File: config.mk
export PLATFORM = sky130hd
export DESIGN_NAME = ysyx_22040386_wb_arbiter
export DESIGN_NICKNAME = d
export VERILOG_FILES = /design/src/rtl/ysyx_22040386_pkg.sv /design/src/rtl/ysyx_22040386_rr_pick.sv /design/src/rtl/ysyx_22040386_wb_arbiter.sv
export SDC_FILE = /design/constraint.sdc
export NUM_CORES = 1
export LEC_CHECK = 0
export ABC_AREA = 0
export CORE_MARGIN = 2
export CORE_UTILIZATION = 36
export CTS_CLUSTER_SIZE = 14
export DETAILED_ROUTE_END_ITERATION = 7
export PLACE_DENSITY = 0.87
export SYNTH_ARGS = -nofsm -noshare
export SYNTH_HDL_FRONTEND = slang
export SYNTH_SLANG_ARGS = --single-unit
File: constraint.sdc
create_clock -name clk -period 2.5 [get_ports clk]
set_input_delay 0.375 -clock clk [delete_from_list [all_inputs] [get_ports clk]]
set_output_delay 0.375 -clock clk [all_outputs]
set_load 0.02 [all_outputs]
File: src/rtl/ysyx_22040386_pkg.sv
// Shared constants for the writeback path: source indices and default widths
// of the GPR write port.
package ysyx_22040386_pkg;

    localparam int WB_SRC_PIPE = 0;
    localparam int WB_SRC_LSU  = 1;
    localparam int WB_SRC_MDU  = 2;
    localparam int NUM_WB_SRC  = 3;

    localparam int WB_DATA_W = 64;
    localparam int WB_ADDR_W = 5;

endpackage

File: src/rtl/ysyx_22040386_rr_pick.sv
// Rotate-priority picker: grants the first valid requester at or after ptr,
// scanning upward modulo N. Purely combinational; ptr must be below N.
module ysyx_22040386_rr_pick #(
    parameter int N     = 3,
    parameter int PTR_W = 2
) (
    input  logic [N-1:0]     valid,
    input  logic [PTR_W-1:0] ptr,
    output logic [N-1:0]     grant,
    output logic [PTR_W-1:0] idx,
    output logic             any
);

    // One extra bit so ptr + offset cannot overflow before the modulo fold.
    logic [PTR_W:0] pos;

    always_comb begin
        grant = '0;
        idx   = '0;
        any   = 1'b0;
        pos   = '0;
        for (int k = 0; k < N; k++) begin
            pos = {1'b0, ptr} + (PTR_W+1)'(k);
            if (pos >= (PTR_W+1)'(N)) begin
                pos = pos - (PTR_W+1)'(N);
            end
            if (!any && valid[pos[PTR_W-1:0]]) begin
                grant[pos[PTR_W-1:0]] = 1'b1;
                idx                   = pos[PTR_W-1:0];
                any                   = 1'b1;
            end
        end
    end

endmodule

File: src/rtl/ysyx_22040386_wb_arbiter.sv
// Round-robin arbiter sharing the single GPR write port between the pipeline
// WB stage, the LSU load return and the MDU; the winning write is registered.
module ysyx_22040386_wb_arbiter
    import ysyx_22040386_pkg::*;
#(
    parameter int NUM_REQ = NUM_WB_SRC,
    parameter int DATA_W  = WB_DATA_W,
    parameter int ADDR_W  = WB_ADDR_W
) (
    input  logic                       clk,
    input  logic                       rst,
    input  logic [NUM_REQ-1:0]         i_req_valid,
    input  logic [NUM_REQ*ADDR_W-1:0]  i_req_addr,
    input  logic [NUM_REQ*DATA_W-1:0]  i_req_data,
    output logic [NUM_REQ-1:0]         o_req_ready,
    input  logic                       i_hold,
    output logic                       o_reg_wr_en,
    output logic [ADDR_W-1:0]          o_reg_wr_addr,
    output logic [DATA_W-1:0]          o_reg_wr_data,
    output logic                       o_busy
);

    localparam int PTR_W = (NUM_REQ > 1) ? $clog2(NUM_REQ) : 1;
    localparam logic [PTR_W-1:0] LAST_IDX = PTR_W'(NUM_REQ - 1);

    logic [ADDR_W-1:0] req_addr [NUM_REQ];
    logic [DATA_W-1:0] req_data [NUM_REQ];

    generate
        for (genvar gi = 0; gi < NUM_REQ; gi++) begin : g_unpack
            assign req_addr[gi] = i_req_addr[gi*ADDR_W +: ADDR_W];
            assign req_data[gi] = i_req_data[gi*DATA_W +: DATA_W];
        end
    endgenerate

    logic [NUM_REQ-1:0] pick_valid;
    logic [NUM_REQ-1:0] grant;
    logic [PTR_W-1:0]   rr_ptr;
    logic [PTR_W-1:0]   win_idx;
    logic               xfer;
    logic [ADDR_W-1:0]  win_addr;
    logic [DATA_W-1:0]  win_data;

    // Hold and reset both mask the request vector, so no grant can leak out.
    assign pick_valid = (i_hold || rst) ? '0 : i_req_valid;

    ysyx_22040386_rr_pick #(
        .N     (NUM_REQ),
        .PTR_W (PTR_W)
    ) u_pick (
        .valid (pick_valid),
        .ptr   (rr_ptr),
        .grant (grant),
        .idx   (win_idx),
        .any   (xfer)
    );

    assign o_req_ready = grant;
    assign win_addr    = req_addr[win_idx];
    assign win_data    = req_data[win_idx];
    assign o_busy      = (|i_req_valid) || o_reg_wr_en;

    always_ff @(posedge clk or posedge rst) begin
        if (rst) begin
            rr_ptr        <= '0;
            o_reg_wr_en   <= 1'b0;
            o_reg_wr_addr <= '0;
            o_reg_wr_data <= '0;
        end else begin
            o_reg_wr_en <= 1'b0;
            if (xfer) begin
                rr_ptr        <= (win_idx == LAST_IDX) ? '0 : win_idx + 1'b1;
                // x0 writes are consumed but never reach the register file.
                o_reg_wr_en   <= (win_addr != '0);
                o_reg_wr_addr <= win_addr;
                o_reg_wr_data <= win_data;
            end
        end
    end

endmodule
==> results by group, run 1 <==
Run status
  • Failing checks: negative setup slack
  • Status: finished with violations

Power
  • VDD IR max: 0.0006737 V
  • Leak Pwr: 3.443 nW
  • Power per Cell Area: 1046 mW/mm^2

Setup path
  • WP data required: 2.70 ns
  • Setup crit end kind: flop
  • Arr. time, crit path: 2.70 ns
  • CP Cell Sequence: buf_6 > ha_4 > buf_8 > a311o_1 > a2111o_2 > buf_12 > mux2_4 > o221a_1
  • Worst-path fanout max: 8
  • Crit path max-delay cell type: a2111o_2
  • Critical path type: reg -> reg
  • Startpoint Class: flop
  • Flop2flop setup slack: -0.003 ns
  • Max stage delay on crit path: 0.45 ns

Layout
  • Ant diodes: 0
  • Fin nets: 898
  • Synthesis-to-layout area growth: 88.99%
  • Non-filler instance count after layout: 828
  • Layout cells sized above 1: 11.68%

Synthesis
  • Seq cells post-synth: 72
  • Most used flip-flop cell after synthesis: dfrtp_1
  • Synth async-reset ratio: 100.0%
  • Yosys cell types: 42
  • Yosys warns: 0
  • Syn Area/Cell: 10.72 um^2
  • Synthesized instance count: 387
  • Synth area leaders: dfrtp_1 (43%), mux2i_1 (16%), a32oi_1 (14%)
  • Most common cell in the netlist: dfrtp_1
  • Dominant cell type by area after synthesis: dfrtp_1
  • Mapped Area: 0.004149 mm^2
  • EDFF count, synth: 0
  • Top-area cell type share of the netlist area: 43.43%
  • Seq/Total Area, Yosys: 43.43%
  • Syn nets: 604
  • Post-synth top cells: dfrtp_1 (72), mux2i_1 (67), a32oi_1 (64)

STA
  • Tmin final: 2.503 ns
  • Fmax: 399.5 MHz
  • TNS Setup: -0.003327 ns
  • Worst Tran Pin Value: 0.5127 ns
  • Clock skew: 0.009944 ns
  • Final setup fails: 1
  • Final setup margin: -0.003327 ns
  • Fin crit share: 100.1%
  • Unrepaired setup endpoints after global routing: yes
  • Final Hold Viols: 0
  • Max transition margin: 65.82%
  • Max-slew violation count: 0

Placed design
  • Final RePlAce weighted congestion: 0.8753
  • Hpwl dp: 12320 um
  • Dpl cells: 803
  • Port bufs: 286
  • Post-Place Setup Slack: -0.3568 ns

CTS
  • Total CTS buffers: 9
  • Root Driver: clkbuf_16
  • Maximum buffer depth of the clock tree: 2
  • H-Tree Depth: 3
  • Sink Count: 72
  • Hold-fix buffers at CTS: 0
  • Skew-Pair Late Insertion Delay: 0.33 ns
  • CTS tree: done
  • Clock slew at reported path FFs: 0.06 ns

Job
  • Max Cap Viol: 0

Floorplanning
  • Initial Util: 36.65%
  • # rows: 39
  • Die Wd: 111.4 um
  • # IOs: 287
  • Core Footprint: 0.01132 mm^2
  • Die footprint: 0.01240 mm^2
  • Die Y: 111.4 um

Global routing
  • Initial antenna violation count: 0
  • Number of global-route vias before repair: 4939
  • Global-route wire length before repair: 25260 um
  • Gr usage total: 25.31%
  • Grt ovf: 0
  • Largest net degree at the start of global routing: 40

Routing
  • Pre-antenna DRT Iters: 5
  • Vias: 4767
  • WL/cell: 21.02 um
  • Via density: 5.757
  • DRT Wirelength: 17400 um
  • DRT iter0 DRCs: 455
  • DRC violation count after routing: 0
  • Post-DRT Antenna Nets: 0

Worst hold path
  • Hold Crit Class: reg -> reg
==> path summary, 6_finish.rpt <==
kind / startpoint / end / cells past startpoint
worst max-delay path: rr_ptr[0] / o_reg_wr_addr[4] / 8
worst min-delay path: o_reg_wr_data[7] / o_reg_wr_data[7] / 2
worst max register to register: rr_ptr[0] / o_reg_wr_addr[4] / 8
worst min register to register: o_reg_wr_data[7] / o_reg_wr_data[7] / 2
max in group asynchronous: rst / o_reg_wr_data[39] / 4
min in group asynchronous: rst / o_reg_wr_data[0] / 4
==> worst max-delay path, delay by kind of cell, from the launching register on <==
family	cells	cell delay (ns)
fa+ha+maj	1	0.17
compound gates	3	1.08
buf+inv	3	0.42
mux	1	0.30
flops	1	0.40
==> flip-flops by register name, indices dropped and copies added, names as in the netlist <==
register / flops
o_reg_wr_addr: 5
o_reg_wr_data: 64
o_reg_wr_en: 1
rr_ptr: 2
==> per-layer routing <==
layer / vias up / track usage (%) / routed length (um)
met5: - / 0 / 0
met4: 0 / 9.053 / 479
met3: 40 / 5.553 / 1304
met2: 278 / 47.03 / 9161
met1: 2307 / 28.46 / 6458
li1: 2142 / - / -
==> layout by cell type (no fill, tap or decap), types with 4 or more instances in the layout <==
cell type        synthesis  final
dfrtp_1                 72     72
inv_1                    7      4
a32oi_1                 64     64
nor2_1                   6      6
buf_12                   0      6
clkdlybuf4s50_1          0    283
o21ai_1                 49     61
o221a_1                  5      5
clkbuf_16                0     14
mux2i_1                 67     65
buf_4                    0     22
nand3b_1                 8      8
o21ai_0                 21      8
buf_6                    7      4
mux2_4                   1      4
==> kinds of logic after synthesis <==
family	synth area share (%)
compound gates	26.93
mux	17.88
flops	43.43
buf+inv	6.062
simple gates	4.253
fa+ha+maj	1.448
==> final cells by class <==
cell class                 instances  area (um^2)
sequential                        72         1802
clock buffer                      10        239.0
multi-input combinational        266         2205
clock inverter                     5        57.56
tap                              143        178.9
fill                             849         3480
inverter                           7        26.28
timing repair buffer             325         3333
==> where the power goes <==
part | internal (W) | switching, W | total, W
Combinational | 0.00232 | 0.00249 | 0.00481
Clock | 0.000794 | 0.000484 | 0.00128
Sequential | 0.00175 | 0.000373 | 0.00212
==> repair_timing <==
item | in CTS | in global routing
setup endpoints to repair | 25 | 74
pin swaps | 2 | 6
setup buffers | 0 | 5
gates resized for setup | 22 | 32
cloned | 0 | 6
==> through the flow <==
step	utilization, %	total power, W	hold WS (ns)	cell area, um^2
floorplan	-	0.004290	0.5366	4149
global placement	64.18	0.006361	0.4764	7266
detailed placement	64.18	0.006502	0.4863	7266
CTS	66.84	0.007840	0.5017	7567
global route	69.26	0.008599	0.5193	7841
finish	69.26	0.008204	0.5001	7841
No activity file was read; power rests on OpenSTA's default activity.
==> inputs of run 2 (changes only) <==
--- a/config.mk
+++ b/config.mk
@@ -14,3 +14,4 @@
 export SYNTH_ARGS = -nofsm -noshare
 export SYNTH_HDL_FRONTEND = slang
 export SYNTH_SLANG_ARGS = --single-unit
+export TNS_END_PERCENT = 20
==> run 2 against run 1 <==
Combinational power increased by 4%; utilization increased by 0.73 points; hold slack got worse by 0.0011 ns; highest routed layer unchanged; worst setup slack got worse by 0.012 ns; largest power group unchanged; the flow still finishes with violations (negative setup slack); flip-flop and latch count unchanged; total power increased by 2.3%; fmax decreased by 0.50%; clock power about the same; critical path depth unchanged.
==> results by group, run 2 (synthesis gave the netlist of run 1 again) <==
Setup path
  • CP Cell Sequence: inv_2 > ha_4 > buf_8 > a311o_1 > a2111o_2 > buf_12 > mux2_4 > o221a_1
  • Startpoint Class: flop
  • Worst-path fanout max: 8 (unchanged)
  • Arr. time, crit path: 2.71 ns (about the same)
  • WP data required: 2.70 ns (about the same)
  • Max stage delay on crit path: 0.45 ns (about the same)
  • RR Startpoint: rr_ptr[1]
  • Critical R2R Capture: o_reg_wr_addr[4]
  • Setup crit end kind: flop
  • Reg2Reg Depth: 8 (unchanged)
  • Flop2flop setup slack: -0.02 ns (about the same)
  • Crit path max-delay cell type: a2111o_2
  • Critical Path Start: rr_ptr[1]
  • Critical path type: reg -> reg

Layout
  • Fin nets: 904 (+0.67%)
  • Layout cells sized above 1: 12.74% (+1.1 points)
  • Area of the multi-input gates: 0.002222 mm^2 (+0.79%)
  • Max FFs per register: 64 (unchanged)
  • Biggest register: o_reg_wr_data
  • Fill cells: 835 (-1.6%)
  • Commonest non-fill, non-tap cells in the layout: clkdlybuf4s50_1 (283), dfrtp_1 (72), mux2i_1 (65), a32oi_1 (64), o21ai_1 (57)
  • Register Area: 0.001802 mm^2 (unchanged)
  • Layout Utilization: 69.99% (+0.73 points)
  • Most common cell after layout, fill and taps aside: clkdlybuf4s50_1
  • Synthesis-to-layout area growth: 90.98%
  • Non-filler instance count after layout: 834 (+0.72%)
  • Ant diodes: 0 (unchanged)
  • Top flop regs: o_reg_wr_data: 64 flops, o_reg_wr_addr: 5 flops, rr_ptr: 2 flops

Global routing
  • Number of global-route vias before repair: 4943 (+0.081%)
  • Grt ovf: 0 (unchanged)
  • Largest net degree at the start of global routing: 40 (unchanged)
  • Met1 Resource Use GR: 28.50% (+0.035 points)
  • Gr usage total: 25.31% (unchanged)
  • Global-route wire length before repair: 25260 um (unchanged)
  • GR peak layer: met2
  • Met2 GRT Util: 46.99% (about the same)
  • Met3 usage: 5.553% (unchanged)
  • Initial antenna violation count: 0 (unchanged)

Power
  • Total Power: 0.008389 W (+2.3%)
  • Flop pwr share: 25.3% (-0.5 points)
  • Power per Cell Area: 1059 mW/mm^2 (+1.2%)
  • VDD IR max: 0.0006782 V (+0.67%)
  • Combinational Power Share: 59.5% (+0.9 points)
  • Sw frac: 40.54% (-0.27 points)
  • Clock group share of total power: 15.2% (-0.4 points)
  • Leak Pwr: 3.483 nW (+1.2%)
  • Power Internal: 0.004988 W (+2.7%)
  • Sw Pwr: 0.003401 W (+1.6%)

CTS
  • CTS tree: done
  • Clock slew at reported path FFs: 0.05 ns (about the same)
  • Total CTS buffers: 9 (unchanged)
  • Root Driver: clkbuf_16
  • Maximum buffer depth of the clock tree: 2 (unchanged)
  • H-Tree Depth: 3 (unchanged)
  • Sink Count: 72 (unchanged)
  • Hold-fix buffers at CTS: 0 (unchanged)
  • Skew-Pair Late Insertion Delay: 0.33 ns (about the same)

STA
  • Final Hold Viols: 0 (unchanged)
  • Worst Tran Pin Value: 0.5135 ns (+0.0008158 ns)
  • Tmin final: 2.516 ns (+0.01247 ns)
  • Hold slack final: 0.4989 ns (-0.001142 ns)
  • Max-slew violation count: 0 (unchanged)
  • Fin crit share: 100.6% (+0.50 points)
  • Clock skew: 0.006914 ns (-0.003030 ns)
  • Final setup fails: 1 (unchanged)
  • Final setup margin: -0.01580 ns (-0.01247 ns)
  • TNS Setup: -0.01580 ns (-0.01247 ns)
  • Max transition margin: 65.77% (about the same)
  • Fmax: 397.5 MHz (-0.50%)
  • Unrepaired setup endpoints after global routing: yes

Floorplanning
  • Die footprint: 0.01240 mm^2 (unchanged)
  • Core Footprint: 0.01132 mm^2 (unchanged)
  • Die Wd: 111.4 um (unchanged)
  • Die Y: 111.4 um (unchanged)
  • # rows: 39 (unchanged)
  • # IOs: 287 (unchanged)
  • Initial Util: 36.65% (unchanged)

Routing
  • Vias: 4792 (+0.52%)
  • DRT Wirelength: 17630 um (+1.3%)
  • DRT iter0 DRCs: 431 (-5.3%)
  • Via density: 5.746 (-0.20%)
  • Post-DRT Antenna Nets: 0 (unchanged)
  • WL/cell: 21.14 um (+0.59%)
  • Pre-antenna DRT Iters: 5 (unchanged)
  • DRC violation count after routing: 0 (unchanged)

Placed design
  • Final RePlAce weighted congestion: 0.8753 (unchanged)
  • Port bufs: 286 (unchanged)
  • Hpwl dp: 12320 um (unchanged)
  • Dpl cells: 803 (unchanged)

Worst hold path
  • Hold Crit Endpoint: o_reg_wr_data[47]
  • Hold Path Depth: 2 (unchanged)
  • Hold_sp: o_reg_wr_data[47]
  • Hold Crit Class: reg -> reg

Run status
  • Status: finished with violations
  • Failing checks: negative setup slack

Job
  • Max Cap Viol: 0 (unchanged)
run 2: changes by cell type in the layout (fill, tap and decap cells not counted), sizes merged:
cell    previous run  this run
buf               37        42
clkbuf            15        16
run 2: worst max-delay path by stage:
stage / end
floorplan: o_req_ready[0]
finish: o_reg_wr_addr[4]
CTS: o_reg_wr_data[47]
global placement: o_req_ready[0]
global route: o_req_ready[1]
detailed placement: o_req_ready[0]
run 2: layer usage:
metal  vias up  wire, um
li1       2153         -
met1      2330      6614
met2       268      9254
met3        41      1274
met4         0       488
met5         -         0
run 2: critical path: cells and delay by family, from the launching register on:
| kind | cells | cell delay [ns] |
|---|---|---|
| mux | 1 | 0.30 |
| fa+ha+maj | 1 | 0.18 |
| flops | 1 | 0.44 |
| compound gates | 3 | 1.09 |
| buf+inv | 3 | 0.37 |
run 2: through the flow:
| stage | instance area (um^2) | setup WS [ns] |
|---|---|---|
| 2_1_floorplan | 4149 | 0.03523 |
| 5_1_grt | 7924 | -0.04754 |
| 6_report | 7924 | -0.01580 |
| 3_3_place_gp | 7266 | -0.4134 |
| 3_5_place_dp | 7266 | -0.3568 |
| 4_1_cts | 7567 | -0.008139 |
run 2: cell type report:
cell class / count / area share, %
inverter: 7 / 0.3316
clock inverter: 5 / 0.7264
tap: 143 / 2.258
sequential: 72 / 22.74
timing repair buffer: 331 / 42.89
multi-input combinational: 266 / 28.04
clock buffer: 10 / 3.016
run 2: repair_timing:
action,in CTS,in global routing
resized for setup,21,34
pin swaps,2,9
cloned,0,7
endpoints found under the setup margin,25,74
setup buffers,0,10
run 2: power groups by stage:
stage / registers (W) / logic (W) / clock network (W)
global route: 0.00218 / 0.00525 / 0.00136
finish: 0.00212 / 0.00499 / 0.00128
CTS: 0.00210 / 0.00444 / 0.00130
global placement: 0.00207 / 0.00429 / 0
floorplan: 0.00275 / 0.00154 / 0
detailed placement: 0.00209 / 0.00441 / 0
==> patch 1 (settings of run 2) <==
Change the package constant `WB_ADDR_W` from 5 to 6.
--- a/src/rtl/ysyx_22040386_pkg.sv
+++ b/src/rtl/ysyx_22040386_pkg.sv
@@ -9,5 +9,5 @@
 
     localparam int WB_DATA_W = 64;
-    localparam int WB_ADDR_W = 5;
+    localparam int WB_ADDR_W = 6;
 
 endpackage
Ports: changed (resized i_req_addr and o_reg_wr_addr); port bits go from 287 to 291. No check against the original RTL was run, so the function may have changed too.
==> patch 1 against run 2 <==
- total power fell by 3.9%
- sequential cell count rose by 1
- worst setup slack improved by 0.085 ns
- synthesized area rose by 0.18%
- final cell count rose by 3.2%
- clock skew fell by 0.00055 ns
- fmax rose by 3.5%
- cell area barely moved
- wire length fell by 2.7%
- first-iteration DRC count fell by 40%
- largest power group unchanged
- highest routed layer unchanged
==> patch 1: results (changes against run 2) <==
outcome:
  status: "finished, final reports clean"
yosys:
  seq_area_frac_synth: 0.439  # +0.00524
  synthMuxAreaShare: 0.164  # -0.0151
  ys_top_cells_by_count: "dfrtp_1, mux2i_1, a22oi_1"
  synthAdderAreaFrac: 0.0120  # -0.00243
  ys_types: 40  # -4.8%
  syn-num-nets: 620  # +2.6%
grt:
  grt_pass1_wl_mm: 25.3  # +0.11%
  grt_max_degree: 74  # +85%
  grt_pass1_vias: 4718  # -4.6%
  gr-usage-all-layers: 0.256  # +0.00245
timing:
  fin_skew_ns: 0.00636  # -0.000552 ns
place:
  io_buffers: 290  # +1.4%
  pre_cts_slack_ns: -0.255  # +0.102 ns
  gp_congestion: 0.910  # +4.0%
  dp_hpwl_mm: 12.6  # +2.7%
power:
  power_leakage_nw: 3.07  # -12%
  internal-power_mw: 4.90  # -1.7%
  pwr-share-comb: 0.591  # -0.004
critical_path:
  arrival_ns: 2.06  # -0.65 ns
  worst_path_max_delay_cell: "clkdlybuf4s50_1"
cells_and_area:
  nFillCells: 849  # +1.7%
  nClkBuffers: 12  # +2
  clock_cell_area_share: 0.0333  # -0.00409
  multi_input_area_um2: 2130  # -3.9%
  seq_cells: 73  # +1.4%
  inverters_excl_clock: 4  # -3
  reg.largest.list: "o_reg_wr_data x64, o_reg_wr_addr x6, rr_ptr x2"
  multi_input_gates: 286  # +7.5%
route:
  wl_met2_mm: 8.92  # -3.6%
  wl_met3_mm: 1.05  # -18%
  drt-met1-wl_mm: 6.62  # about the same
  finalWirelength_mm: 17.2  # -2.7%
==> patch 1: cell types whose count changed after synthesis, sizes merged, moves of 7 or more <==
cell and change:
nand2 +11, buf +7, a211oi +7, clkbuf -13, a22oi +64, nand3b -7, a32oi -64, a21boi +7
nor2 +9
==> patch 1: critical path, delay by kind of cell <==
family        cells  cell delay [ns]
buf+inv           3             1.19
simple gates      1             0.49
==> patch 1: worst paths after layout <==
| check | start | to | slack, ns | cells after the start |
|---|---|---|---|---|
| hold reg to reg | o_reg_wr_addr[2] | o_reg_wr_addr[2] | 0.48 | 2 |
| min in group asynchronous | rst | o_reg_wr_data[58] | 0.60 | 4 |
| setup / recovery | i_req_valid[1] | o_busy | 0.07 | 4 |
| setup reg to reg | rr_ptr[1] | o_reg_wr_data[31] | 0.13 | 12 |
| max in group asynchronous | rst | o_reg_wr_data[39] | 1.53 | 4 |
| hold / removal | o_reg_wr_addr[2] | o_reg_wr_addr[2] | 0.48 | 2 |
==> patch 1: per-stage QoR <==
stage	util	power [mW]	TNS, ns	instances	area [um^2]
3_3_place_gp	0.655	6.54	-3.48	833	7410
6_report	0.700	8.06	0	861	7920
4_1_cts	0.680	7.88	-0.00318	848	7690
3_5_place_dp	0.655	6.66	-3.03	833	7410
5_1_grt	0.700	8.48	-0.0607	861	7920
2_1_floorplan	-	4.40	0	400	4160
==> patch 1: timing repair <==
item | 4_1_cts | 5_1_grt
endpoints found under the setup margin | 6 | 70
hold buffers | 0 | 0
resized for setup | 14 | 16
buffers inserted | 0 | 10
pin swaps | 0 | 8
gates cloned | 0 | 4
==> patch 1: per-layer routing <==
metal  up-vias  track usage
met3        43       0.0533
met1      2297        0.310
met4         0        0.111
li1       2155            -
met2       214        0.441
met5         -            0
==> patch 2 (flow settings as in run 2) <==
Made on the original files. Reset style: synchronous (`rst`), changed in one clocked block.
--- a/src/rtl/ysyx_22040386_wb_arbiter.sv
+++ b/src/rtl/ysyx_22040386_wb_arbiter.sv
@@ -61,5 +61,5 @@
     assign o_busy      = (|i_req_valid) || o_reg_wr_en;
 
-    always_ff @(posedge clk or posedge rst) begin
+    always_ff @(posedge clk) begin
         if (rst) begin
             rr_ptr        <= '0;
Function: differs if rst is asserted again (counterexample within 4 cycles, from zero or initial values and one cycle with rst high); with rst held inactive, the same outputs for 4 cycles.
==> patch 2 against run 2 <==
- synthesized area fell by 3.2%
- wire length fell by 1.5%
- fmax rose by 1.3%
- sequential cell count did not move
- worst setup slack improved by 0.032 ns
- cell area fell by 5.7%
- core utilization fell by 1.3 points
- critical path depth did not move
- synthesized cell count rose by 15%
- critical endpoint is now o_req_ready[0]
- sequential share of layout area fell by 3.4 points
- clock skew rose by 0.0043 ns
Power is not compared: it rests on default switching activity, and its combinational part moved more than twofold at a synthesized area within 25%.
==> patch 2: results (changes against run 2) <==
outcome:
  status: "finished, final reports clean"
grt:
  grt_pass1_wl_mm: 25.0  # -1.1%
  grt_max_degree: 73  # +83%
  use_met2: 0.472  # +0.00230
  use_met1: 0.295  # +0.00977
  use_met3: 0.0587  # +0.00316
  antenna_found_initial: 0  # unchanged
  grt_pass1_vias: 5082  # +2.8%
  gr-usage-all-layers: 0.266  # +0.0133
yosys:
  yosys_most_used_dff: "dfxtp_1"
  syn-num-nets: 661  # +9.4%
  ys_top_cells_by_count: "dfxtp_1, o22ai_1, nor2_1"
  yosysWarnings: 0  # unchanged
  seq_area_frac_synth: 0.359  # -0.0755
  ys_types: 44  # +4.8%
  ys_async_sr_fraction: 0  # -1.00
  synth.area.top_cells: "dfxtp_1, o22ai_1, nand3b_1, mux2i_1, o41ai_1"
route:
  num_vias: 5044  # +5.3%
  drt-pass1-iter-count: 6  # +1
  drt_iter0_drc: 426  # -1.2%
  finalWirelength_mm: 17.4  # -1.5%
critical_path:
  critPathMaxStageDelay_ns: 0.38  # -0.07 ns
  worst_path_max_delay_cell: "dfxtp_2"
  path_max_fanout: 5  # -3
  ff2ff_setup_slack_ns: 0.06  # +0.08 ns
  arrival_ns: 2.11  # -0.60 ns
flow_run:
  maxCapViolations: 0  # unchanged
clock_tree:
  clockBufferDepth: 2  # unchanged
  clock_latency_ns: 0.34
  cts_max_level: 3  # unchanged
  clk_pin_slew_ns: 0.08  # +0.03 ns
  root_buffer: "clkbuf_8"
  cts_buffers: 9  # unchanged
timing:
  tightest_slew_ns: 0.688  # +0.175 ns
  timing.final.crit_share: 0.994  # -0.0127
  fin_skew_ns: 0.0113  # +0.00434 ns
cells_and_area:
  layout.nets: 945  # +4.5%
  antenna_cells: 0  # unchanged
  drive_above_1_share: 0.126  # -0.00184
  reg.largest.list: "o_reg_wr_data x64, o_reg_wr_addr x5, rr_ptr x2"
min_path:
  hold_class: "flip-flop to flip-flop"
place:
  pre_cts_slack_ns: -0.407  # -0.0506 ns
  io_buffers: 286  # unchanged
  gp_congestion: 0.964  # +10%
  dp_hpwl_mm: 12.1  # -2.0%
power:
  ir_worst_vdd_mv: 0.259
  swShare: 0.338
  power_leakage_nw: 2.66
==> patch 2: cell type report <==
cell class | count | area (um^2)
clock buffer | 12 | 135
clock inverter | 4 | 45.0
fill | 829 | 3410
inverter | 5 | 18.8
multi-input combinational | 323 | 2460
sequential | 72 | 1440
tap | 140 | 175
timing repair buffer | 317 | 3200
==> patch 2: per-stage QoR <==
step / instance area (um^2) / setup TNS [ns] / hold slack, ns / cells / total power [mW]
final: 7480 / 0 / 0.468 / 873 / 4.01
after global routing: 7480 / -0.0287 / 0.502 / 873 / 4.19
after CTS: 7290 / -0.0885 / 0.468 / 868 / 3.91
after detailed placement: 7090 / -4.35 / 0.459 / 851 / 3.01
after global placement: 7090 / -0.477 / 0.448 / 851 / 2.95
after floorplan: 4020 / 0 / 0.509 / 444 / 2.17
==> patch 2: path summary, 6_finish.rpt <==
check                                 startpoint  cells past startpoint                 to
worst max register to register         rr_ptr[0]                     11  o_reg_wr_data[10]
worst min register to register  o_reg_wr_addr[0]                      2   o_reg_wr_addr[0]
worst max-delay path                   rr_ptr[1]                      8     o_req_ready[0]
worst min-delay path            o_reg_wr_addr[0]                      2   o_reg_wr_addr[0]
==> patch 2: power by group through the flow <==
stage,sequential (mW),combinational [mW],clock (mW)
2_1_floorplan,1.54,0.629,0
3_3_place_gp,1.38,1.57,0
3_5_place_dp,1.39,1.62,0
4_1_cts,1.37,1.64,0.905
5_1_grt,1.38,1.84,0.963
6_report,1.37,1.75,0.885
==> patch 2: worst max-delay path, delay by kind of cell, from the launching register on <==
kind,cells,cell delay [ns]
compound gates,5,0.89
fa+ha+maj,1,0.20
buf+inv,2,0.29
flops,1,0.38
==> patch 2: per-layer routing <==
metal  share of wire  up-vias
met5               0        -
met2            0.51      276
li1                -     2319
met1            0.37     2391
met3           0.073       58
met4           0.042        0
==> patch 2: cells by family after synthesis <==
family | synth area share
flops | 0.359
fa+ha+maj | 0.0153
mux | 0.0673
buf+inv | 0.0663
simple gates | 0.165
compound gates | 0.327
==> patch 2: repair_timing <==
action,in CTS,in global routing
gates resized for setup,18,25
buffers inserted,0,2
setup endpoints to repair,39,70
cloned,1,3
pin swaps,2,8
